==> config.mk <==
export PLATFORM = sky130hd
export DESIGN_NAME = pipeline_exec_controller
export DESIGN_NICKNAME = d
export VERILOG_FILES = /design/src/rtl/pipeline_exec_controller_pkg.sv /design/src/rtl/pipeline_exec_controller_sat_counter.sv /design/src/rtl/pipeline_exec_controller.sv
export SDC_FILE = /design/constraint.sdc
export NUM_CORES = 1
export LEC_CHECK = 0
export BUFFER_PORTS_ARGS = -buffer_cell sky130_fd_sc_hd__clkbuf_2
export CORE_UTILIZATION = 50
export DETAILED_ROUTE_END_ITERATION = 10
export GPL_TIMING_DRIVEN = 0
export HOLD_SLACK_MARGIN = 0.08
export PLACE_DENSITY = 0.73
export REMOVE_ABC_BUFFERS = 1
export SYNTH_ARGS = -nofsm -noshare
export SYNTH_HDL_FRONTEND = slang
export SYNTH_HIERARCHICAL = 1
export SYNTH_SLANG_ARGS = --single-unit
export TNS_END_PERCENT = 1
==> constraint.sdc <==
create_clock -name i_clock -period 3.2 [get_ports i_clock]
set_clock_uncertainty 0.1 [all_clocks]
set_input_delay 0.48 -clock i_clock [delete_from_list [all_inputs] [get_ports i_clock]]
set_output_delay 0.48 -clock i_clock [all_outputs]
set_load 0.05 [all_outputs]
==> src/rtl/pipeline_exec_controller_pkg.sv <==
// rtl/pipeline_exec_controller_pkg.sv - shared state/command encodings for the execution controller
package pipeline_exec_controller_pkg;

    typedef enum logic [1:0] {
        ST_IDLE = 2'b00,
        ST_RUN  = 2'b01,
        ST_STEP = 2'b10,
        ST_DONE = 2'b11
    } exec_state_e;

    typedef enum logic [1:0] {
        CMD_CLEAR = 2'b00,
        CMD_RUN   = 2'b01,
        CMD_STEP  = 2'b10,
        CMD_PAUSE = 2'b11
    } exec_cmd_e;

    localparam int NB_CYCLES_DEFAULT = 32;

endpackage

==> src/rtl/pipeline_exec_controller_sat_counter.sv <==
// rtl/pipeline_exec_controller_sat_counter.sv - saturating up-counter with sync clear
module sat_counter #(
    parameter int WIDTH = 32
) (
    input  logic             i_clock,
    input  logic             i_reset,
    input  logic             i_clear,
    input  logic             i_enable,
    output logic [WIDTH-1:0] o_count
);

    logic [WIDTH-1:0] count_q;
    logic [WIDTH-1:0] count_d;

    // Clear has priority; otherwise count up when enabled and stick at all-ones.
    always_comb begin
        count_d = count_q;
        if (i_clear) begin
            count_d = '0;
        end else if (i_enable && (count_q != {WIDTH{1'b1}})) begin
            count_d = count_q + 1'b1;
        end
    end

    // Count register, asynchronously cleared by the active-low reset.
    always_ff @(posedge i_clock or negedge i_reset) begin
        if (!i_reset) begin
            count_q <= '0;
        end else begin
            count_q <= count_d;
        end
    end

    assign o_count = count_q;

endmodule

==> src/rtl/pipeline_exec_controller.sv <==
// rtl/pipeline_exec_controller.sv - run/step/pause/clear sequencer with HALT drain for the pipeline
module pipeline_exec_controller
    import pipeline_exec_controller_pkg::*;
#(
    parameter int NB_CYCLES    = NB_CYCLES_DEFAULT,
    parameter int NB_DRAIN     = 3,
    parameter int DRAIN_CYCLES = 4
) (
    input  logic                 i_clock,
    input  logic                 i_reset,
    input  logic                 i_cmd_valid,
    input  logic [1:0]           i_cmd,
    output logic                 o_cmd_ready,
    input  logic                 i_halt_id,
    input  logic                 i_halt_wb,
    output logic                 o_pipe_enable,
    output logic                 o_pc_enable,
    output logic                 o_ctrl_squash,
    output logic                 o_done,
    output logic [NB_CYCLES-1:0] o_cycle_count
);

    exec_state_e         state_q, state_d;
    logic                halt_pending_q, halt_pending_d;
    logic [NB_DRAIN-1:0] drain_cnt_q, drain_cnt_d;
    logic                pipe_en;
    logic                cmd_fire;
    logic                clear_all;
    logic                drain_done;

    assign pipe_en  = (state_q == ST_RUN) || (state_q == ST_STEP);
    assign cmd_fire = i_cmd_valid && o_cmd_ready;

    // Next-state logic: command decode, halt capture and drain countdown; drain completion beats PAUSE.
    always_comb begin
        state_d        = state_q;
        halt_pending_d = halt_pending_q;
        drain_cnt_d    = drain_cnt_q;
        clear_all      = 1'b0;
        drain_done     = 1'b0;

        if (pipe_en) begin
            if (halt_pending_q) begin
                drain_cnt_d = drain_cnt_q - 1'b1;
                drain_done  = (drain_cnt_q == NB_DRAIN'(1)) || i_halt_wb;
            end else if (i_halt_id) begin
                halt_pending_d = 1'b1;
                drain_cnt_d    = NB_DRAIN'(DRAIN_CYCLES);
            end
        end

        case (state_q)
            ST_IDLE: begin
                if (cmd_fire) begin
                    case (exec_cmd_e'(i_cmd))
                        CMD_RUN:   state_d = ST_RUN;
                        CMD_STEP:  state_d = ST_STEP;
                        CMD_CLEAR: clear_all = 1'b1;
                        default:   state_d = ST_IDLE;
                    endcase
                end
            end
            ST_RUN: begin
                if (cmd_fire && (exec_cmd_e'(i_cmd) == CMD_PAUSE)) begin
                    state_d = ST_IDLE;
                end
            end
            ST_STEP: begin
                state_d = ST_IDLE;
            end
            default: begin
                if (cmd_fire && (exec_cmd_e'(i_cmd) == CMD_CLEAR)) begin
                    clear_all = 1'b1;
                end
            end
        endcase

        if (drain_done) begin
            state_d = ST_DONE;
        end

        if (clear_all) begin
            state_d        = ST_IDLE;
            halt_pending_d = 1'b0;
            drain_cnt_d    = '0;
        end
    end

    // State, halt flag and drain counter registers.
    always_ff @(posedge i_clock or negedge i_reset) begin
        if (!i_reset) begin
            state_q        <= ST_IDLE;
            halt_pending_q <= 1'b0;
            drain_cnt_q    <= '0;
        end else begin
            state_q        <= state_d;
            halt_pending_q <= halt_pending_d;
            drain_cnt_q    <= drain_cnt_d;
        end
    end

    sat_counter #(
        .WIDTH (NB_CYCLES)
    ) u_cycle_counter (
        .i_clock  (i_clock),
        .i_reset  (i_reset),
        .i_clear  (clear_all),
        .i_enable (pipe_en),
        .o_count  (o_cycle_count)
    );

    assign o_pipe_enable = pipe_en;
    assign o_cmd_ready   = (state_q != ST_STEP);
    assign o_done        = (state_q == ST_DONE);
    assign o_ctrl_squash = halt_pending_q;
    assign o_pc_enable   = pipe_en && !halt_pending_q && !i_halt_id;

endmodule

# ---- Yosys cells after proc, flatten, opt, wreduce, memory -nomap -nowiden
# Cells that the tools add are included.
dict set report totals {
  out_inout_bits 37
  wordCells 59
  regBits 38
  inputBits 7
}
dict set report op_classes {
  n_addsub 2
  n_reduce_logical 19
  eq_ne 12
  n_mux 22
}
# cell count
set op_table {}
lappend op_table {{32-bit 2-to-1 mux} 2}
lappend op_table {{32-bit by 1-bit adder with 32-bit output (second input constant)} 1}
lappend op_table {{32-bit inequality test (second input constant)} 1}
lappend op_table {{3-bit 2-to-1 mux} 4}
lappend op_table {{2-bit case mux with 3 select lines} 2}
lappend op_table {{1-bit 2-to-1 mux} 9}
lappend op_table {{2-bit == test (second input constant)} 4}
lappend op_table {{2-bit 2-to-1 mux} 4}
lappend op_table {{4-bit inequality test (second input constant)} 2}
lappend op_table {{1-bit logical AND} 6}
lappend op_table {{5-bit nonzero test} 1}
lappend op_table {{2-bit by 1-bit == test with 1-bit output (second input constant)} 2}
lappend op_table {{2-bit logical NOT} 2}
lappend op_table {{4-bit by 3-bit inequality test with 1-bit output (second input constant)} 1}
lappend op_table {{4-bit AND reduction} 1}
lappend op_table {{2-bit nonzero test} 2}
lappend op_table {{3-bit by 1-bit == test with 1-bit output (second input constant)} 1}
lappend op_table {{3-bit nonzero test} 1}
lappend op_table {{3-bit by 1-bit subtractor with 3-bit output (second input constant)} 1}
lappend op_table {{1-bit logical NOT} 2}
lappend op_table {{1-bit logical OR} 2}
lappend op_table {{2-bit inequality test (second input constant)} 1}
lappend op_table {{1-bit case mux with 2 select lines} 1}
lappend op_table {{2-bit AND reduction} 1}
lappend op_table {{2-bit OR reduction} 1}

# ---- Depth between registers and ports, before layout
dict set report logic_depth {
  depth_word 7
  mapped_depth 9
  ltp_nobuf 7
}

# ---- Modules after synthesis
# The synthesis kept the hierarchy.
# mod instances area_per_inst_um2 seq_area_each_um2 cells_each
set by_module_without_submodules {}
lappend by_module_without_submodules {sat_counter 1 1854.3 800.8 198}
lappend by_module_without_submodules {pipeline_exec_controller 1 493.0 150.1 60}

# ---- Worst setup path after synthesis
# Ideal clock, no wire load.
dict set report synth_path {
  kind {flip-flop to output port}
  startpoint {register state_q[0]}
  endpoint {output port o_pc_enable}
  t_arrival_ps 2480
  slack_ps 140
  path_stages_with_launch 6
  required_time_ps 2620
  n_path_buf 1
  cell_sequence {dfrtp_1 -> inv_1 -> ha_1 -> buf_2 -> inv_1 -> nor3_1}
}
dict set report synth_between {
  elab_chain_len 4
  word_cells_on_any_way 5
  classes_between {2 x eq/ne; 3 x reduce/logical}
}
# element line_no
set synth_rtl {}
lappend synth_rtl {{from (decl)} pipeline_exec_controller.sv:23} ;# exec_state_e state_q, state_d;
lappend synth_rtl {{from (signal assigned)} pipeline_exec_controller.sv:96} ;# state_q <= state_d;
lappend synth_rtl {{2-bit by 1-bit == test with 1-bit output or 2-bit == test (tied branches)} pipeline_exec_controller.sv:31} ;# assign pipe_en = (state_q == ST_RUN) || (state_q == ST_STEP);
lappend synth_rtl {{1-bit logical OR *} pipeline_exec_controller.sv:31}
lappend synth_rtl {{net o_pipe_enable} pipeline_exec_controller.sv:16} ;# output logic o_pipe_enable,
lappend synth_rtl {{1-bit logical AND * (2 in a row)} pipeline_exec_controller.sv:116} ;# assign o_pc_enable = pipe_en && !halt_pending_q && !i_halt_id;
lappend synth_rtl {{to (decl)} pipeline_exec_controller.sv:17} ;# output logic o_pc_enable,
# Mark *: on every way through the listed nets, which the timed path passes. The rest lies on a longest branch.

# ---- Final worst setup path
dict set report layout_path {
  startpoint {register state_q[1]}
  endpoint {register u_cycle_counter.count_q[27], in the netlist u_cycle_counter/o_count[27]}
}
dict set report layout_between {
  elab_chain_len 6
  word_cells_on_any_way 14
  classes_between {3 x eq/ne; 4 x mux; 7 x reduce/logical}
}
# element line_no
set layout_rtl {}
lappend layout_rtl {{2-bit inequality test} pipeline_exec_controller.sv:113} ;# assign o_cmd_ready = (state_q != ST_STEP);
lappend layout_rtl {{1-bit logical AND} pipeline_exec_controller.sv:32} ;# assign cmd_fire = i_cmd_valid && o_cmd_ready;
lappend layout_rtl {{1-bit logical AND} pipeline_exec_controller.sv:72} ;# if (cmd_fire && (exec_cmd_e'(i_cmd) == CMD_CLEAR)) begin
lappend layout_rtl {{1-bit 2-to-1 mux} pipeline_exec_controller.sv:72}
lappend layout_rtl {{1-bit case mux with 2 select lines} pipeline_exec_controller.sv:52} ;# case (state_q)
lappend layout_rtl {{32-bit 2-to-1 mux or 2-bit nonzero test (tied branches)} --}
lappend layout_rtl {{to (signal assigned)} pipeline_exec_controller_sat_counter.sv:30} ;# count_q <= count_d;
lappend layout_rtl {{to (decl)} pipeline_exec_controller_sat_counter.sv:12} ;# logic [WIDTH-1:0] count_q;
# Several ways; a longest one is shown, not always the timed one.
# A chain may end at the register's enable or synchronous reset.

==> metrics.md <==
| Metric | Value |
|---|---|
| Share of layout cells above drive strength 1 | `23.4%` |
| Reg2reg end | `u_cycle_counter/o_count[27]` |
| Synthesized area | `0.00235 mm^2` |
| CP Data Required Time | `3.28 ns` |
| Worst-path fanout max | `19` |
| Total GRT Usage | `21.9%` |
| Final Max Slew Viols | `0` |
| Synth unique cells | `47` |
| Reg2Reg Depth | `7` |
| Maximum vdd drop | `0.522 mV` |
| Area after DPL | `0.00263 mm^2` |
| Flop pwr share | `30.9%` |
| Vias after detailed routing | `2041` |
| Core area | `0.00444 mm^2` |
| Postcts setup bufs | `0` |
| Final WL | `5040 um` |
| Area delta synth->final | `16.6%` |
| First-pass GRT wire length | `8610 um` |
| Net Sw Frac | `53.2%` |
| Multi-input gate area | `0.00130 mm^2` |
| Register area | `951 um^2` |
| GR Overflow Total | `0` |
| Die Span Y | `70.5 um` |
| Clk pwr share | `13.8%` |
| Fin Setup TNS | `0 ns` |
| Non-Filler Instances | `356` |
| Final worst path period share | `88.5%` |
| FILL cells | `396` |
| Detailed placement HPWL | `3540 um` |
| Die extent in x | `70.5 um` |
| Nets@finish | `317` |
| Reg clk slew, reported paths | `0.07 ns` |
| Setup CP Type | `reg -> reg` |
| Clock latency on the worst-skew pair | `0.29 ns` |
| Final setup vio count | `0` |
| Ports | `44` |
| Bufs on Longest Clock Path | `2` |
| Clk sink count | `38` |
| Syn. warnings | `6` |
| H-tree depth | `2` |
| Vias/cell | `5.73` |
| Drt initial violations | `129` |
| Most common cell after layout, fill and taps aside | `clkbuf_2` |
| RSZ-0062 raised after global routing | `no` |
| Number of hold buffers added after cts | `0` |
| FF-to-FF setup slack | `0.37 ns` |
| Total of max-cap violations | `0` |
| Post-synth ARST share | `100%` |
| Psw | `1550 uW` |
| P_int | `1360 uW` |
| GRT met2 Usage | `33.2%` |
| Failing checks | `DRC` |
| Tmin final | `2.83 ns` |
| Antenna Nets Post-Route | `0` |
| Synth Area per Inst | `9.10 um^2` |
| Sequential area share after synthesis | `40.5%` |
| Ant. Diodes | `0` |
| Arr. time, crit path | `2.91 ns` |
| Mapped Cells | `258` |
| Clk root buf | `clkbuf_8` |
| IO Port Bufs | `43` |
| CTS buffer count | `5` |
| CP Launch Type | `register` |
| Crit. End Element | `register` |
| Max-Slew Margin vs Limit | `37.3%` |
| Placed cells | `348` |
| R2R Path Start | `state_q[1]` |
| Outcome | `finished with violations` |
| Number of synthesized flops with an enable pin | `0` |
| DRT Pass-1 Iters | `7` |
| Largest net degree at the start of global routing | `39` |
| PD cells | `1060 mW/mm^2` |
| Worst Max-Slew Pin Slew | `0.941 ns` |
| Resized cells post-CTS | `0` |
| DRC | `7` |
| Max Fclk | `353 MHz` |
| WL/cell | `14.2 um` |
| Leakage Power | `0.00126 uW` |
| Commonest cells after routing, fill and taps aside | `clkbuf_2 (43), dfrtp_1 (38), nor2_1 (32)` |
| Number of global-route vias before repair | `1889` |
| Cell area after layout | `0.00274 mm^2` |
| Site Rows | `24` |
| Hold Path Class | `in -> async` |
| Met3 Use GR | `6.49%` |
| GP Congestion | `0.773` |
| Initial Utilization | `52.8%` |
| Die Area | `0.00497 mm^2` |
| Comb power frac | `55.3%` |
| Grt peak-use layer | `met2` |
| Initial antenna violation count | `0` |
| Main flop type after synthesis | `dfrtp_1` |
| Yosys reg bits | `38` |
| GRT met1 Usage | `29.3%` |
| CTS tree | `done` |
| Final Hold Fails | `0` |
[power by group through the flow]
stage          clock, uW  sequential [uW]  combinational (uW)
4_1_cts              411              897                1620
2_1_floorplan          0             1370                 781
5_1_grt              427              938                1750
3_3_place_gp           0              898                1580
3_5_place_dp           0              904                1610
6_report             402              899                1610
[metrics by stage]
step	worst slack (ns)	hold WS (ns)	utilization, %	power (uW)
global route	0.150	0.297	61.6	3120
finish	0.367	0.217	61.6	2910
global placement	-0.0941	0.402	58.3	2470
detailed placement	0.383	0.416	59.1	2520
CTS	0.380	0.254	61.6	2920
floorplan	0.188	0.0844	-	2150
[critical path: stages, from the launching register on]
cell     delay [ns]
dfrtp_1        0.40
inv_1          0.08
ha_1           0.53
and3_1         0.32
nand4_1        0.12
a21o_1         0.36
nor4_1         0.43
mux2_2         0.38
[cells in the mapped netlist, types with 3 or more instances]
library cell	instances	area share [%]
nor2_1	32	5.1
nand3_1	14	3.0
a21o_1	3	0.96
nand2b_1	3	0.80
and2_1	3	0.80
nor4_1	4	1.1
dfrtp_1	38	41
ha_1	7	3.7
o31ai_1	4	1.3
xor2_1	3	1.1
and3_1	7	1.9
nor3_1	9	1.9
or4_1	3	0.96
clkbuf_1	4	0.64
nand2_1	14	2.2
a211oi_1	6	1.9
o21ai_0	7	1.5
buf_2	3	0.64
a21oi_1	17	3.6
inv_1	15	2.4
mux2_2	5	2.4
nand4_1	6	1.6
o21a_1	3	0.96
or3_1	5	1.3
nor2b_1	8	2.1
xnor2_1	10	3.7
[registers in the layout, indices dropped and copies added, names as in the netlist]
register / cells
u_cycle_counter/o_count: 32
state_q: 2
o_ctrl_squash: 1
drain_cnt_q: 3
[metal layers]
metal / vias to the layer above / wire, um
met5: - / 0
met4: 0 / 55
met3: 8 / 236
met2: 57 / 2380
met1: 962 / 2370
li1: 1014 / -
[logic make-up after synthesis]
kind of cell               after synthesis  synth area share, %
AOI/OAI and AO/OA                       50                 14.4
xor gates and xnor gates                13                 4.85
adders and majority gates                7                 3.73
buffers and inverters                   23                 4.00
DFF                                     38                 40.5
muxes                                    7                 3.46
and+or+nand+nor                        120                 29.1
[cell type report]
type / instances / area share, %
multi-input cells: 197 / 47.6
flip-flops and latches: 38 / 34.8
repair buffers: 46 / 9.24
clock inverters: 3 / 1.46
clock buffers: 5 / 2.51
inverters: 15 / 2.06
well taps: 52 / 2.38
[worst max path at each step]
stage	start	end	slack (ns)	cells after the start
floorplan	state_q[0]	o_pc_enable	0.19	4
global placement	state_q[0]	u_cycle_counter/o_count[8]	-0.09	7
detailed placement	state_q[1]	u_cycle_counter/o_count[27]	0.38	7
CTS	state_q[1]	u_cycle_counter/o_count[27]	0.38	7
global route	state_q[0]	u_cycle_counter/o_count[27]	0.15	7
finish	state_q[1]	u_cycle_counter/o_count[27]	0.37	7
(Power assumes the default switching activity.)
